## config.mk

```make
export PLATFORM = sky130hd
export DESIGN_NAME = nav_drive_arbiter
export DESIGN_NICKNAME = d
export VERILOG_FILES = /design/src/rtl/nav_pkg.sv /design/src/rtl/nav_speed_map.sv /design/src/rtl/nav_drive_arbiter.sv
export SDC_FILE = /design/constraint.sdc
export NUM_CORES = 1
export LEC_CHECK = 0
export ABC_AREA = 1
export CELL_PAD_IN_SITES_DETAIL_PLACEMENT = 1
export CELL_PAD_IN_SITES_GLOBAL_PLACEMENT = 2
export CORE_ASPECT_RATIO = 2
export CORE_UTILIZATION = 30
export CTS_BUF_LIST = sky130_fd_sc_hd__clkbuf_2
export DETAILED_ROUTE_END_ITERATION = 16
export GPL_TIMING_DRIVEN = 0
export HOLD_SLACK_MARGIN = 0.15
export PLACE_DENSITY = 0.81
export REMOVE_ABC_BUFFERS = 1
export SLEW_MARGIN = 20
export SYNTH_ARGS = -nofsm -noshare
export SYNTH_HDL_FRONTEND = slang
export SYNTH_SLANG_ARGS = --single-unit
```

## constraint.sdc

```tcl
create_clock -name CLK -period 1.91 [get_ports CLK]
set_input_delay 0.382 -clock CLK [delete_from_list [all_inputs] [get_ports CLK]]
set_output_delay 0.382 -clock CLK [all_outputs]
set_load 0.005 [all_outputs]
```

## src/rtl/nav_pkg.sv

```systemverilog
// Shared codes for the rover navigation blocks: direction and speed codes
// driven to the Navigation motor block, plus the arbiter state encoding.
package nav_pkg;

    typedef enum logic [2:0] {
        ST_CHECK   = 3'd0,
        ST_CRUISE  = 3'd1,
        ST_BACKOFF = 3'd2,
        ST_STUCK   = 3'd3,
        ST_MANUAL  = 3'd4
    } nav_state_t;

    localparam logic [4:0] NEUTRAL       = 5'd0;
    localparam logic [4:0] FORWARD       = 5'd1;
    localparam logic [4:0] REVERSE       = 5'd2;
    localparam logic [4:0] FORWARD_RIGHT = 5'd3;
    localparam logic [4:0] BACK_RIGHT    = 5'd4;
    localparam logic [4:0] FORWARD_LEFT  = 5'd5;
    localparam logic [4:0] BACK_LEFT     = 5'd6;
    localparam logic [4:0] R_360         = 5'd7;
    localparam logic [4:0] L_360         = 5'd8;

    // Speed codes rise monotonically with duty so a cap is a plain compare.
    localparam logic [4:0] BOTH_17 = 5'd3;
    localparam logic [4:0] BOTH_25 = 5'd4;
    localparam logic [4:0] BOTH_38 = 5'd5;
    localparam logic [4:0] BOTH_50 = 5'd6;
    localparam logic [4:0] BOTH_62 = 5'd7;
    localparam logic [4:0] BOTH_75 = 5'd8;

    function automatic logic [4:0] man_dir(input logic [3:0] btn);
        case (btn)
            4'b0001: man_dir = FORWARD_RIGHT;
            4'b0010: man_dir = REVERSE;
            4'b0100: man_dir = FORWARD;
            4'b1000: man_dir = FORWARD_LEFT;
            default: man_dir = NEUTRAL;
        endcase
    endfunction

endpackage

```

## src/rtl/nav_speed_map.sv

```systemverilog
// Registered one-hot speed switch to PWM code lookup, with an optional cap
// at BOTH_25 used while backing away from an obstacle.
module nav_speed_map
    import nav_pkg::*;
(
    input  logic       clk,
    input  logic       rst,
    input  logic [4:0] speed_sel,
    input  logic       cap,
    output logic [4:0] pwm_state
);

    logic [4:0] sel_code;
    logic [4:0] capped;

    always_comb begin
        case (speed_sel)
            5'd1:    sel_code = BOTH_25;
            5'd2:    sel_code = BOTH_38;
            5'd4:    sel_code = BOTH_50;
            5'd8:    sel_code = BOTH_62;
            5'd16:   sel_code = BOTH_75;
            default: sel_code = BOTH_17;
        endcase
        capped = (cap && (sel_code > BOTH_25)) ? BOTH_25 : sel_code;
    end

    always_ff @(posedge clk) begin
        if (rst) pwm_state <= BOTH_17;
        else     pwm_state <= capped;
    end

endmodule

```

## src/rtl/nav_drive_arbiter.sv

```systemverilog
// Drive-command arbiter: debounced obstacle detection, timed back-off with
// retry limit, hysteresis re-check and manual override.
module nav_drive_arbiter
    import nav_pkg::*;
#(
    parameter int DIST_W         = 8,
    parameter int STOP_DIST      = 25,
    parameter int CLEAR_DIST     = 35,
    parameter int OBST_HITS      = 2,
    parameter int BACKOFF_CYCLES = 50_000_000,
    parameter int MAX_RETRY      = 3
) (
    input  logic              CLK,
    input  logic              RST,
    input  logic [DIST_W-1:0] DIST_FRONT,
    input  logic [DIST_W-1:0] DIST_SIDE_FRONT,
    input  logic              DIST_VALID,
    input  logic              MANUAL,
    input  logic [3:0]        MAN_BTN,
    input  logic [4:0]        SPEED_SEL,
    output logic [4:0]        DIR_STATE,
    output logic [4:0]        PWM_STATE,
    output logic [2:0]        NAV_STATE,
    output logic              OBSTACLE
);

    localparam int TW = $clog2(BACKOFF_CYCLES + 1);
    localparam int HW = $clog2(OBST_HITS + 1);
    localparam int RW = $clog2(MAX_RETRY + 1);
    localparam logic [TW-1:0]     TIMER_LOAD = TW'(BACKOFF_CYCLES - 1);
    localparam logic [HW-1:0]     HIT_LAST   = HW'(OBST_HITS - 1);
    localparam logic [RW-1:0]     RETRY_MAX  = RW'(MAX_RETRY);
    localparam logic [DIST_W-1:0] STOP_V     = DIST_W'(STOP_DIST);
    localparam logic [DIST_W-1:0] CLEAR_V    = DIST_W'(CLEAR_DIST);

    nav_state_t    state, state_next;
    logic [TW-1:0] timer, timer_next;
    logic [HW-1:0] hit_cnt, hit_next;
    logic [RW-1:0] retry_cnt, retry_next;
    logic [4:0]    dir_next;
    logic          is_obst, is_clear, enter_backoff;

    assign is_obst  = (DIST_FRONT <= STOP_V) || (DIST_SIDE_FRONT <= STOP_V);
    assign is_clear = (DIST_FRONT > CLEAR_V) && (DIST_SIDE_FRONT > CLEAR_V);
    assign NAV_STATE = state;

    always_ff @(posedge CLK) begin
        if (RST) begin
            state     <= ST_CHECK;
            timer     <= '0;
            hit_cnt   <= '0;
            retry_cnt <= '0;
            DIR_STATE <= NEUTRAL;
            OBSTACLE  <= 1'b0;
        end else begin
            state     <= state_next;
            timer     <= timer_next;
            hit_cnt   <= hit_next;
            retry_cnt <= retry_next;
            DIR_STATE <= dir_next;
            if (DIST_VALID) OBSTACLE <= is_obst;
        end
    end

    always_comb begin
        state_next    = state;
        timer_next    = timer;
        hit_next      = hit_cnt;
        retry_next    = retry_cnt;
        dir_next      = DIR_STATE;
        enter_backoff = 1'b0;

        if (MANUAL) begin
            state_next = ST_MANUAL;
        end else begin
            case (state)
                ST_CHECK: if (DIST_VALID) begin
                    if (is_clear) state_next    = ST_CRUISE;
                    else          enter_backoff = 1'b1;
                end
                ST_CRUISE: if (DIST_VALID) begin
                    if (!is_obst)                 hit_next      = '0;
                    else if (hit_cnt >= HIT_LAST) enter_backoff = 1'b1;
                    else                          hit_next      = hit_cnt + HW'(1);
                end
                ST_BACKOFF: begin
                    if (timer == '0)
                        state_next = (retry_cnt < RETRY_MAX) ? ST_CHECK : ST_STUCK;
                    else
                        timer_next = timer - TW'(1);
                end
                ST_STUCK:  state_next = ST_STUCK;
                ST_MANUAL: state_next = ST_CHECK;
                default:   state_next = ST_CHECK;
            endcase
        end

        if (enter_backoff) begin
            state_next = ST_BACKOFF;
            timer_next = TIMER_LOAD;
            if (retry_cnt != '1) retry_next = retry_cnt + RW'(1);
        end

        if (state_next != ST_CRUISE) hit_next = '0;
        if ((state_next == ST_MANUAL) || (state_next == ST_CRUISE && state != ST_CRUISE))
            retry_next = '0;

        // Back-off direction steers away from the side sensor that fired.
        case (state_next)
            ST_CRUISE:  dir_next = FORWARD;
            ST_MANUAL:  dir_next = man_dir(MAN_BTN);
            ST_BACKOFF: if (enter_backoff)
                dir_next = (DIST_SIDE_FRONT <= STOP_V) ? BACK_RIGHT : BACK_LEFT;
            default:    dir_next = NEUTRAL;
        endcase
    end

    nav_speed_map u_speed_map (
        .clk       (CLK),
        .rst       (RST),
        .speed_sel (SPEED_SEL),
        .cap       (state_next == ST_BACKOFF),
        .pwm_state (PWM_STATE)
    );

endmodule
```

==> results of run 1 <==
==> per-stage QoR <==
stage	power (mW)	hold slack (ns)	setup slack, ns
6_report	2.12	0.532	0.132
5_1_grt	2.25	0.534	-0.000481
2_1_floorplan	1.33	0.444	0.178
3_5_place_dp	1.55	0.495	-1.24
3_3_place_gp	1.54	0.480	-1.23
4_1_cts	2.12	0.517	0.0182
==> cell usage in the layout (no fill, tap or decap), types with 3 or more instances in the layout <==
cell             netlist  routed
a21oi_1               19      18
buf_4                  5      10
clkbuf_2               0       6
clkdlybuf4s50_1        0      35
conb_1                 1       3
dfxtp_1               41      39
ha_1                   4       4
inv_1                 64      63
inv_2                  3       3
nand2_1              112     106
nand2_2                6      10
nand2_4                1       3
nand3_1               27      27
nand3_2                3       3
nand4_1               11      11
nor2_1                70      68
nor2_2                14      15
nor2_4                 2       3
nor3_1                 6       5
o21ai_0               11      11
o21ai_1                4       4
xor2_1                 3       3
==> path summary, 6_finish.rpt <==
check | startpoint | endpoint | depth (start not counted) | slack, ns
hold / removal | hit_cnt[1] | hit_cnt[1] | 2 | 0.53
setup reg to reg | NAV_STATE[1] | timer[19] | 11 | 0.15
hold reg to reg | hit_cnt[1] | hit_cnt[1] | 2 | 0.53
setup / recovery | NAV_STATE[2] | NAV_STATE[2] | 1 | 0.13
==> routing by layer <==
layer	track usage	vias to the layer above
met2	0.421	43
met3	0.0241	13
met4	0.0744	0
li1	-	1477
met1	0.172	1391
met5	0	-
==> layout make-up <==
cell class / count / area (um^2) / share of cell area
Multi-Input combinational cell: 324 / 1720 / 0.499
Sequential cell: 41 / 823 / 0.239
Antenna cell: 1 / 2.50 / 0.000726
Clock buffer: 6 / 30.0 / 0.00871
Timing Repair Buffer: 47 / 447 / 0.130
Clock inverter: 2 / 33.8 / 0.00980
Tap cell: 102 / 128 / 0.0370
Inverter: 68 / 262 / 0.0759
==> flip-flops by register name (all words and copies together), names as in the netlist <==
name and count:
DIR_STATE 3, NAV_STATE 3, OBSTACLE 1, hit_cnt 2, retry_cnt 2, timer 26, u_speed_map.pwm_state 4
==> cell families after synthesis <==
| group | count (synthesis) |
|---|---|
| compound gates | 47 |
| other cells | 1 |
| simple gates | 264 |
| buf+inv | 76 |
| xor+xnor | 5 |
| flops | 41 |
| fa+ha+maj | 4 |
==> where the power goes <==
| part | switching, mW | total, mW | internal [mW] |
|---|---|---|---|
| sequential | 0.0308 | 0.920 | 0.889 |
| clock | 0.315 | 0.537 | 0.223 |
| combinational | 0.411 | 0.668 | 0.256 |
| total | 0.757 | 2.12 | 1.37 |
==> timing repair <==
action                                  CTS  global route
gates cloned                              1             0
endpoints found under the hold margin     0             0
endpoints found under the setup margin   39            20
resized for setup                        11            12
setup buffers                             6             4
pin swaps                                 0             3
==> impl_results.md, run 1 <==
* Status: completed
* Mean number of vias per cell at 4.95
* Clk Tree Root Cell: clkbuf_2
* Number of warning messages in the yosys log at 0
* Post-Synth Adder-Cell Area at 0.0181
* Top delay family on crit path: buffers and inverters
* Maximum number of pins on one net before global-route repair at 17
* Leading cell types by count after synthesis: nand2_1 (112), nor2_1 (70), inv_1 (64)
* Total length of routed met3 wires at 229 um
* Number of levels in the clock H-tree at 2
* CORE AREA at 8950 um^2
* Sequential cell area fraction in the yosys report at 0.297
* Area fraction in compound gates after synthesis at 0.0997
* CP startpoint kind: register
* Top cells by area in the synthesized netlist: dfxtp_1 (30%), nand2_1 (15%), nor2_1 (9.5%)
* Power per cell area at 616 nW/um^2
* Main combinational cell family by area after synthesis: simple AND/OR/NAND/NOR gates
* Largest fanout on the critical path at 4
* Master of the slowest instance on the critical path: clkdlybuf4s50_1
* Cell total after placement at 571
* Top Ports at 43
* Post-detailed-route wirelength per cell at 15.2 um
* Area share of and/or/nand/nor cells after synthesis at 0.457
* Post-detailed-placement cell area at 3220 um^2
* Max Freq at 562 MHz
* Detailed-router iteration count before antenna repair at 4
* Total global routing track utilization at 0.194
* Leading register cell type out of synthesis: dfxtp_1
* Number of hold violations in the final report at 0
* Die Width at 69.8 um
* Final Cell Area at 3450 um^2
* Highest signal layer in the routed design: met4
* Total of flip-flops plus latches after synthesis at 41
* Fill cells at 1180
* Worst supply voltage drop on vdd at 0.000252 V
* Max incr delay on CP at 0.52 ns
* Total buffers and inverters traversed by the critical path at 1
* Final Core Density at 0.385
* Most common cell in the netlist: nand2_1
* Number of CTS-inserted buffers at 5
* Setup clock skew after layout at 0.0392 ns
* Area share of xor/xnor cells in the synthesized design at 0.0159
* Initial cell density of the core at 0.308
* Summed negative setup slack over all endpoints at 0 ns
* Total overflow reported by the global router at 0
* Netlist area before placement at 2760 um^2
* Critical Path Sink Type: primary output
* Cell-by-cell trace of the critical path: clkdlybuf4s50_1
* First-pass GRT wire length at 14400 um
* Worst skew pair latency at 0.46 ns
* HPWL Detailed at 6950 um
* Initial antenna violation count at 1
* Data arrival time of the worst path at 1.40 ns
* Layout cells sized above 1 at 0.148
* Setup-failing EPs final at 0
* Number of port buffers at 37
* Multiplexer share of the synthesized area at 0
* Routed length on met1 at 3010 um
* Cell count after synthesis at 438
* Count of hold buffers inserted by post-cts repair at 0
* Average size of a mapped cell at 6.30 um^2
* Part of the cycle the worst path needs at 0.931
* Minimum clock period after layout at 1.78 ns
* Total number of clock tree sinks at 41
* Remaining routing DRC violations at 0
* Clock tree from TritonCTS: built
* Floorplan die height at 138 um
* Library cell with the largest summed area after synthesis: dfxtp_1
* Synthesis-to-layout area growth at 24.8%
* CP Data Required Time at 1.53 ns
* Slew margin rel. at 0.459
* Number of nets in the final layout at 520
* Clock Pin Slew Worst Setup and Hold Paths at 0.22 ns
* Detailed Route WL at 8990 um
* DR WL met2 at 5520 um
* Drt first-iter violations at 63
* Number of cells in the finished layout apart from fillers at 591
* Synth top area share at 0.297
* Tightest Hold Check Type: reg -> reg
* Proportion of register bits with asynchronous set or reset after synthesis at 0
* Number of distinct library cells after synthesis at 44
* Max-slew violations at 0
* Slew at the pin with the worst max-slew slack at 0.811 ns
* Residual antenna-violating net count after detailed routing at 0
* Max-cap violations at 0
* Vias in the first global route at 2999
* Die Area at 9620 um^2
* Leakage power figure at 1.75 nW
* Routed via count at 2924
* Kind of critical path: reg -> out
* Row count at 49
* Post-synth EDFFs at 0
* Routability Congestion at 0.829
* Clk buf depth at 2
No activity file was read; power rests on OpenSTA's default activity.
==> inputs of run 2 (changes only) <==
- SKIP_LAST_GASP: not set -> 1
==> impl_results.md, run 2 (synthesis results as in run 1) <==
* Setup-failing EPs final at 0 (unchanged)
* Unrepaired setup endpoints after global routing: true
* Minimum clock period after layout at 1.80 ns (+0.0191 ns)
* Worst Slack Setup Final at 0.113 ns (-0.0191 ns)
* Post-detailed-route wirelength per cell at 15.2 um (-0.21%)
* First-pass GRT wire length at 14400 um (unchanged)
* CP startpoint kind: primary input
* Cell total after placement at 571 (unchanged)
* Number of cells in the finished layout apart from fillers at 591 (unchanged)
* CORE AREA at 8950 um^2 (unchanged)
* Drt first-iter violations at 53 (-16%)
* Remaining routing DRC violations at 0 (unchanged)
* Vias in the first global route at 2999 (unchanged)
* Final Core Density at 0.384 (-0.000838)
* Power per cell area at 615 nW/um^2 (-0.25%)
* Die Area at 9620 um^2 (unchanged)
* Detailed-router iteration count before antenna repair at 4 (unchanged)
* Highest-count cells in the layout ignoring fill and taps: nand2_1 (106), nor2_1 (68), inv_1 (63)
* Largest fanout on the critical path at 6 (+2)
* Layout cells sized above 1 at 0.145 (-0.00205)
* Number of port buffers at 37 (unchanged)
* Residual antenna-violating net count after detailed routing at 0 (unchanged)
* Synthesis-to-layout area growth at 24.6%
* Clock tree from TritonCTS: built
* Routed via count at 2920 (-0.14%)
* Leading registers by flop count: timer x26, u_speed_map.pwm_state x4
* Mean number of vias per cell at 4.94 (-0.14%)
* HPWL Detailed at 6950 um (unchanged)
* Top Ports at 43 (unchanged)
* Slew at the pin with the worst max-slew slack at 0.811 ns (+0.000674 ns)
* Max Freq at 556 MHz (-1.1%)
* Critical Path Sink Type: register
* Total number of clock tree sinks at 41 (unchanged)
* Commonest non-fill, non-tap cell in the layout: nand2_1
* Row count at 49 (unchanged)
* Setup clock skew after layout at 0.0335 ns (-0.00568 ns)
* Routability Congestion at 0.829 (unchanged)
* Max-slew violations at 0 (unchanged)
* Summed negative setup slack over all endpoints at 0 ns (unchanged)
* Power consumption at 2.12 mW (-0.46%)
* Clk Tree Root Cell: clkbuf_2
* Reg with most FFs: timer
* Max-cap violations at 0 (unchanged)
* Number of flip-flops under the largest register name at 26 (unchanged)
* Total global routing track utilization at 0.194 (unchanged)
* Initial cell density of the core at 0.308 (unchanged)
* Data arrival time of the worst path at 2.11 ns (+0.71 ns)
* Worst skew pair latency at 0.45 ns (about the same)
* Leakage power figure at 1.74 nW (-0.25%)
* Total overflow reported by the global router at 0 (unchanged)
* Most common cell type on the critical path: nand2_2
* Initial antenna violation count at 1 (unchanged)
* Clk buf depth at 2 (unchanged)
* Detailed Route WL at 8970 um (-0.21%)
* Maximum number of pins on one net before global-route repair at 17 (unchanged)
* Post-placement worst setup slack at -1.24 ns (unchanged)
* Cell-by-cell trace of the critical path: clkdlybuf4s50_1 -> nor3_2 -> nand2_2 -> nand2_2 -> nand2_2 -> nand2_4 -> nand2_8 -> buf_4 -> o21ai_2 -> nand2_2 -> a21oi_1 -> nor2_1
* Floorplan die height at 138 um (unchanged)
* Number of nets in the final layout at 520 (unchanged)
* Master of the slowest instance on the critical path: clkdlybuf4s50_1
* Number of levels in the clock H-tree at 2 (unchanged)
* CP Data Required Time at 2.22 ns (+0.69 ns)
* Slew margin rel. at 0.458 (about the same)
* Clock Pin Slew Worst Setup and Hold Paths at 0.22 ns (about the same)
* Die Width at 69.8 um (unchanged)
* Number of CTS-inserted buffers at 5 (unchanged)
* Number of hold violations in the final report at 0 (unchanged)
* Max incr delay on CP at 0.44 ns (-0.08 ns)
* Part of the cycle the worst path needs at 0.941 (+0.00999)
* Status: completed
* Worst supply voltage drop on vdd at 0.000250 V (-0.85%)
* Kind of critical path: in -> reg
* Tightest Hold Check Type: reg -> reg
## run 2: changes by cell type in the layout (fill, tap and decap cells not counted), sizes merged
cell	previous run	this run
clkinv	1	2
inv	67	66
## run 2: repair_timing
item,4_1_cts,5_1_grt
endpoints found under the setup margin,39,20
pin swaps,0,3
cloned,1,0
setup buffers,6,4
hold buffers,0,0
resized for setup,11,10
## run 2: routing by layer
metal / share of wire / track usage
met1: 0.34 / 0.172
met2: 0.61 / 0.421
met3: 0.026 / 0.0241
met4: 0.026 / 0.0744
met5: 0 / 0
## run 2: layout make-up
class / instances / area (um^2)
Inverter: 68 / 262
Antenna cell: 1 / 2.50
Fill cell: 1181 / 5510
Tap cell: 102 / 128
Timing Repair Buffer: 47 / 447
Clock inverter: 2 / 33.8
Multi-Input combinational cell: 324 / 1710
Sequential cell: 41 / 823
Clock buffer: 6 / 30.0
## run 2: final timing paths
path / startpoint / end / slack, ns / depth (start not counted)
setup / recovery: DIST_SIDE_FRONT[6] / timer[15] / 0.11 / 12
setup reg to reg: timer[0] / timer[15] / 0.14 / 10
hold / removal: hit_cnt[1] / hit_cnt[1] / 0.53 / 2
hold reg to reg: hit_cnt[1] / hit_cnt[1] / 0.53 / 2
## run 2: stage by stage
| step | area, um^2 | hold WS (ns) |
|---|---|---|
| global placement | 3220 | 0.480 |
| CTS | 3380 | 0.517 |
| floorplan | 2720 | 0.444 |
| global route | 3440 | 0.534 |
| detailed placement | 3220 | 0.495 |
| finish | 3440 | 0.533 |
## run 2: worst max-delay path, delay by kind of cell
| kind | cells | cell delay, ns |
|---|---|---|
| buffers and inverters | 2 | 0.61 |
| AND/OR/NAND/NOR | 8 | 0.86 |
| AO/OA/AOI/OAI | 2 | 0.24 |
## run 2: report_power, final
part	internal (mW)	switching [mW]
Clock	0.223	0.312
Combinational	0.255	0.405
Sequential	0.889	0.0308
